===== config.mk =====
export PLATFORM = sky130hd
export DESIGN_NAME = sram_arbiter
export DESIGN_NICKNAME = d
export VERILOG_FILES = /design/src/rtl/sram_pkg.sv /design/src/rtl/sram_addr_counter.sv /design/src/rtl/sram_arbiter.sv
export SDC_FILE = /design/constraint.sdc
export NUM_CORES = 1
export LEC_CHECK = 0
export CAP_MARGIN = 10
export CORE_MARGIN = 2
export CORE_UTILIZATION = 38
export CTS_CLUSTER_SIZE = 16
export DETAILED_ROUTE_END_ITERATION = 10
export PLACE_DENSITY_LB_ADDON = 0.3
export SLEW_MARGIN = 20
export SYNTH_ARGS = -nofsm -noshare
export SYNTH_HDL_FRONTEND = slang
export SYNTH_SLANG_ARGS = --single-unit

===== constraint.sdc =====
create_clock -name clk -period 3.6 [get_ports clk]
set_input_delay 0.72 -clock clk [delete_from_list [all_inputs] [get_ports clk]]
set_output_delay 0.72 -clock clk [all_outputs]
set_load 0.01 [all_outputs]

===== src/rtl/sram_pkg.sv =====
// Shared types and constants for the cartridge SRAM arbiter and its address counter.
package sram_pkg;

  localparam int ADDR_W_DEF = 21;
  localparam int DATA_W_DEF = 8;

  // {ce_n, oe_n, we_n} with every strobe deasserted
  localparam logic [2:0] STROBE_IDLE = 3'b111;

  typedef enum logic [2:0] {
    ST_IDLE     = 3'd0,
    ST_W_SETUP  = 3'd1,
    ST_W_STROBE = 3'd2,
    ST_W_HOLD   = 3'd3,
    ST_R_SETUP  = 3'd4,
    ST_R_STROBE = 3'd5,
    ST_SNES     = 3'd6,
    ST_TURN     = 3'd7
  } state_t;

  // True while an AVR access is in flight and must not be disturbed
  function automatic logic is_access(input state_t s);
    return (s == ST_W_SETUP) || (s == ST_W_STROBE) || (s == ST_W_HOLD) ||
           (s == ST_R_SETUP) || (s == ST_R_STROBE);
  endfunction

endpackage


===== src/rtl/sram_addr_counter.sv =====
// AVR-side SRAM address counter: load, increment, natural wrap at 2^ADDR_W.
module sram_addr_counter #(
  parameter int ADDR_W = 21
) (
  input  logic              clk,
  input  logic              reset,
  input  logic              i_ld,
  input  logic [ADDR_W-1:0] i_addr,
  input  logic              i_inc,
  output logic [ADDR_W-1:0] o_addr
);

  logic [ADDR_W-1:0] r_addr;

  // A load always wins over a simultaneous increment
  always_ff @(posedge clk) begin
    if (reset) begin
      r_addr <= '0;
    end else if (i_ld) begin
      r_addr <= i_addr;
    end else if (i_inc) begin
      r_addr <= r_addr + ADDR_W'(1);
    end
  end

  assign o_addr = r_addr;

endmodule


===== src/rtl/sram_arbiter.sv =====
// Clocked SRAM sequencer sharing one SRAM between AVR upload/readback and SNES read pass-through.
// AVR handshake: avr_req is a level held until the one-cycle avr_ack; command fields sample on acceptance.
module sram_arbiter
  import sram_pkg::*;
#(
  parameter int ADDR_W        = ADDR_W_DEF,
  parameter int DATA_W        = DATA_W_DEF,
  parameter int STROBE_CYCLES = 2
) (
  input  logic              clk,
  input  logic              reset,
  input  logic              snes_mode,
  input  logic              avr_req,
  input  logic              avr_wr,
  input  logic [DATA_W-1:0] avr_wdata,
  input  logic [ADDR_W-1:0] avr_addr,
  input  logic              avr_addr_ld,
  input  logic              avr_auto_inc,
  output logic              avr_ack,
  output logic [DATA_W-1:0] avr_rdata,
  output logic              avr_busy,
  output logic [ADDR_W-1:0] avr_cur_addr,
  input  logic [ADDR_W-1:0] snes_addr,
  output logic [DATA_W-1:0] snes_data,
  output logic [ADDR_W-1:0] sram_addr,
  input  logic [DATA_W-1:0] sram_din,
  output logic [DATA_W-1:0] sram_dout,
  output logic              sram_dout_en,
  output logic              sram_ce_n,
  output logic              sram_oe_n,
  output logic              sram_we_n,
  output logic [2:0]        dbg_state
);

  localparam logic [3:0] STRB_LAST = 4'(STROBE_CYCLES - 1);

  state_t            r_state;
  state_t            w_next;
  logic [3:0]        r_strb_cnt;
  logic [DATA_W-1:0] r_wdata;
  logic [DATA_W-1:0] r_rdata;
  logic              r_reset_q;

  logic              w_strb_last;
  logic              w_accept;
  logic              w_rd_done;
  logic              w_ack;
  logic              w_cnt_ld;
  logic              w_cnt_inc;
  logic [ADDR_W-1:0] w_cnt_addr;
  logic [2:0]        w_strobes;
  logic              w_dout_en;

  assign w_strb_last = (r_strb_cnt == STRB_LAST);
  assign w_accept    = (r_state == ST_IDLE) && !snes_mode && avr_req;
  assign w_rd_done   = (r_state == ST_R_STROBE) && w_strb_last;
  assign w_ack       = (r_state == ST_W_HOLD) || w_rd_done;

  always_ff @(posedge clk) begin
    if (reset) begin
      r_state <= ST_IDLE;
    end else begin
      r_state <= w_next;
    end
  end

  // snes_mode is only looked at in IDLE and SNES, so a started access always completes
  always_comb begin
    w_next = r_state;
    case (r_state)
      ST_IDLE: begin
        if (snes_mode) begin
          w_next = ST_SNES;
        end else if (avr_req) begin
          w_next = avr_wr ? ST_W_SETUP : ST_R_SETUP;
        end
      end
      ST_W_SETUP:  w_next = ST_W_STROBE;
      ST_W_STROBE: w_next = w_strb_last ? ST_W_HOLD : ST_W_STROBE;
      ST_W_HOLD:   w_next = ST_IDLE;
      ST_R_SETUP:  w_next = ST_R_STROBE;
      ST_R_STROBE: w_next = w_strb_last ? ST_IDLE : ST_R_STROBE;
      ST_SNES:     w_next = snes_mode ? ST_SNES : ST_TURN;
      ST_TURN:     w_next = ST_IDLE;
      default:     w_next = ST_IDLE;
    endcase
  end

  // Strobe counter runs only inside the strobe states; it is zero on entry from SETUP
  always_ff @(posedge clk) begin
    if (reset) begin
      r_strb_cnt <= '0;
    end else if (((r_state == ST_W_STROBE) || (r_state == ST_R_STROBE)) && !w_strb_last) begin
      r_strb_cnt <= r_strb_cnt + 4'd1;
    end else begin
      r_strb_cnt <= '0;
    end
  end

  always_ff @(posedge clk) begin
    if (reset) begin
      r_wdata <= '0;
    end else if (w_accept) begin
      r_wdata <= avr_wdata;
    end
  end

  // A single-cycle reset aborting a read keeps the last good data; a held reset clears it
  always_ff @(posedge clk) begin
    r_reset_q <= reset;
    if (reset) begin
      if (r_reset_q) begin
        r_rdata <= '0;
      end
    end else if (w_rd_done) begin
      r_rdata <= sram_din;
    end
  end

  assign w_cnt_ld  = avr_addr_ld && !is_access(r_state);
  assign w_cnt_inc = w_ack && avr_auto_inc;

  sram_addr_counter #(
    .ADDR_W (ADDR_W)
  ) u_addr_counter (
    .clk    (clk),
    .reset  (reset),
    .i_ld   (w_cnt_ld),
    .i_addr (avr_addr),
    .i_inc  (w_cnt_inc),
    .o_addr (w_cnt_addr)
  );

  always_comb begin
    w_strobes = STROBE_IDLE;
    w_dout_en = 1'b0;
    case (r_state)
      ST_W_SETUP:  begin w_strobes = 3'b011; w_dout_en = 1'b1; end
      ST_W_STROBE: begin w_strobes = 3'b010; w_dout_en = 1'b1; end
      ST_W_HOLD:   begin w_strobes = 3'b011; w_dout_en = 1'b1; end
      ST_R_SETUP:  w_strobes = 3'b001;
      ST_R_STROBE: w_strobes = 3'b001;
      ST_SNES:     w_strobes = 3'b001;
      default:     w_strobes = STROBE_IDLE;
    endcase
  end

  assign {sram_ce_n, sram_oe_n, sram_we_n} = w_strobes;
  assign sram_dout_en = w_dout_en;
  assign sram_dout    = r_wdata;
  assign sram_addr    = (r_state == ST_SNES) ? snes_addr : w_cnt_addr;
  assign snes_data    = (r_state == ST_SNES) ? sram_din : {DATA_W{1'b1}};

  // Read data bypasses the register so it is valid in the ack cycle itself
  assign avr_rdata    = w_rd_done ? sram_din : r_rdata;
  assign avr_ack      = w_ack;
  assign avr_busy     = (r_state != ST_IDLE);
  assign avr_cur_addr = w_cnt_addr;
  assign dbg_state    = r_state;

endmodule


==> key figures <==
Timing
  – Slew Limit Headroom: 0.6313
  – Final worst setup slack: 0.3858 ns
  – Fin crit period: 3.214 ns
  – Fmax: 311.1 MHz
  – RSZ-0062 raised after global routing: false
  – Worst-margin pin slew: 0.5523 ns
  – Setup-failing EPs final: 0
  – TNS Setup: 0 ns
  – Max Clock Skew: 0.007310 ns
  – Fin crit share: 0.8928
  – Final hold vios: 0
  – Final Max Slew Viols: 0

Synthesis
  – Syn_area_per_cell: 9.001 sq um
  – Largest cells by area after synthesis: dfxtp_1 28%, edfxtp_1 9.2%, mux2_2 9.1%, xor2_1 5.7%, a211oi_1 5.2%
  – Mapped Cells: 289
  – Synth top area share: 0.2848
  – Area leader, netlist: dfxtp_1
  – Asr flop ratio synth: 0
  – Post-synth EDFFs: 8
  – Dominant synthesized flop cell: dfxtp_1
  – Number of distinct library cells after synthesis: 44
  – Mapped Nets: 357
  – Ys Warns: 0
  – Yosys reg bits: 45
  – Post-synthesis sequential area ratio: 0.3771
  – Post-Syn Area: 2601 sq um

CTS
  – Post-CTS Hold Fix Bufs: 0
  – Clock Tree Buf Depth: 2
  – Total clock sinks: 45
  – CTS tree: done
  – Number of setup buffers added after CTS: 0
  – Number of CTS-inserted buffers: 5
  – Number of H-tree levels: 2
  – Clk slew on worst S/H paths: 0.08 ns
  – CTS root buffer: clkbuf_8
  – Cts repair resizes: 0
  – Clk Latency, worst-skew pair: 0.29 ns

Floorplan
  – Core Area: 6719 sq um
  – Die width: 86.74 um
  – Num rows: 30
  – Die ar.: 7523 sq um
  – Die span in y: 86.74 um
  – Initial Utilization: 0.3872
  – I/O pins: 140

Worst hold path
  – Hold Path Class: flop to flop

Critical path
  – Slowest cell delay on critical path: 0.50 ns
  – Kind of critical path: flop to output port
  – CP bufs+invs: 1
  – Critical Path AT: 2.49 ns
  – Slowest cell on the critical path: or3b_1
  – Startpoint Class: flop
  – Crit end category: output port
  – Worst endpoint required time: 2.88 ns
  – Max Fanout on Critical Path: 8
  – Top Family by Delay on Critical Path: simple AND/OR/NAND/NOR gates
  – Critical Path, Cell by Cell: ha_1 -> or3b_1 -> nor2_4 -> mux2_1 -> clkdlybuf4s50_1

Place
  – Placed insts: 492
  – Setup WS pre-CTS: 0.6788 ns
  – GPL Wtd Cong: 0.7699
  – HPWL Detailed: 5336 um
  – Input/output buffers: 139

Pwr
  – VDD IR max: 0.0002607 V
  – Switching Share: 0.3438
  – Clock network power share: 0.162
  – Reg power frac: 0.380
  – Sw Pwr: 0.0006388 W
  – Logic pwr share: 0.458
  – Internal Power: 0.001219 W
  – Pwr dens: 452.9 nW/um^2
  – Total power: 0.001858 W
  – Leakage: 1.482 nW

Run status
  – Outcome: completed

Global route
  – Initial antenna violation count: 0
  – Grt ovf: 0
  – Total global-route track usage: 0.1944
  – Global-route wire length before repair: 11,830 um
  – Largest net degree at the start of global routing: 24
  – Vias in the first global route: 2,496

Cells and area
  – Final non-filler cell total: 500
  – Layout Nets: 487
  – Storage cell area: 980.9 sq um
  – Most frequent cells in the layout: 138 x clkdlybuf4s50_1, 37 x dfxtp_1, 31 x nor2_1
  – Commonest non-fill, non-tap cell in the layout: clkdlybuf4s50_1
  – Antenna Diode Count: 0
  – Multi-input logic area: 1508 sq um
  – Share of cells above drive strength 1: 0.09286
  – Layout area overhead: 57.72%
  – Fill cell count: 574

Routing
  – Iteration-0 DRC Markers: 55
  – Routed wire length: 7171 um
  – DRT Pass-1 Iters: 4
  – DR vias/cell: 5.180
  – WL/cell: 14.34 um
  – DRC Markers: 0
  – Post-DRT Antenna Nets: 0
  – Vias: 2,590

Run
  – Max-cap viol count: 0
==> cell usage after synthesis (2+ instances only) <==
cell,number
a211oi_1,18
buf_2,3
xor2_1,17
xnor2_1,3
and3_1,4
a21oi_1,11
nand4_1,14
o31ai_1,2
ha_1,3
nor2b_1,9
edfxtp_1,8
nand2_1,23
nor4_1,2
nand3_1,14
clkbuf_1,13
nor3_1,3
nand2b_1,5
and2_1,3
inv_1,5
nor2_1,31
and4_1,2
dfxtp_1,37
buf_6,2
mux2_2,21
mux2_1,8
or3_1,10
==> sequential cells by signal, indices dropped and copies added, names as in the netlist <==
name,cells
dbg_state,3
r_rdata,8
r_reset_q,1
r_strb_cnt,4
sram_dout,8
u_addr_counter.o_addr,21
==> worst register-to-register path: stages, from the launching register on <==
cell      delay (ns)
dfxtp_1         0.38
ha_1            0.15
or3b_1          0.50
o22ai_4         0.42
nand3_4         0.17
or3_1           0.39
a311oi_2        0.23
==> stage by stage <==
stage | utilization | hold WS (ns) | cell area [sq um]
2_1_floorplan | - | 0.4334 | 2601
3_3_place_gp | 0.5983 | 0.4422 | 4020
3_5_place_dp | 0.5983 | 0.4461 | 4020
4_1_cts | 0.6106 | 0.4581 | 4103
5_1_grt | 0.6106 | 0.4847 | 4103
6_report | 0.6106 | 0.4545 | 4103
==> worst paths after layout <==
kind	startpoint	to	slack, ns	depth (start not counted)
min	sram_dout[5]	sram_dout[5]	0.45	2
max	r_strb_cnt[0]	avr_rdata[1]	0.39	5
min reg2reg	sram_dout[5]	sram_dout[5]	0.45	2
max reg2reg	r_strb_cnt[0]	u_addr_counter.o_addr[14]	1.29	6
==> cell families (layout without fill, tap and decap cells) <==
kind of cell | after synthesis | in the layout | share of synthesized area
and+or+nand+nor | 126 | 126 | 0.2535
DFF | 45 | 45 | 0.3771
AOI/OAI and AO/OA | 40 | 40 | 0.1150
muxes | 30 | 30 | 0.1294
buffers and inverters | 25 | 156 | 0.04329
xor gates and xnor gates | 20 | 20 | 0.06734
adders and majority gates | 3 | 3 | 0.01443
==> power by group through the flow <==
stage / combinational (W) / sequential [W] / clock (W)
6_report: 0.000850 / 0.000706 / 0.000302
5_1_grt: 0.000927 / 0.000726 / 0.000334
4_1_cts: 0.000862 / 0.000706 / 0.000312
3_3_place_gp: 0.000842 / 0.000715 / 0
2_1_floorplan: 0.000408 / 0.000704 / 0
3_5_place_dp: 0.000856 / 0.000717 / 0
==> layer usage <==
| layer | global-route usage | part of all wire |
|---|---|---|
| met5 | 0 | 0 |
| met4 | 0.05256 | 0.013 |
| met3 | 0.05238 | 0.059 |
| met2 | 0.3315 | 0.49 |
| met1 | 0.2418 | 0.44 |
==> cell type report <==
| cell class | count | share of cell area |
|---|---|---|
| clock buffer | 6 | 0.01769 |
| clock inverter | 2 | 0.002440 |
| inverter | 6 | 0.005489 |
| multi-input combinational | 219 | 0.3675 |
| sequential | 45 | 0.2391 |
| tap | 80 | 0.02440 |
| timing repair buffer | 142 | 0.3434 |
Note: power is estimated with default switching activity, not from simulation.
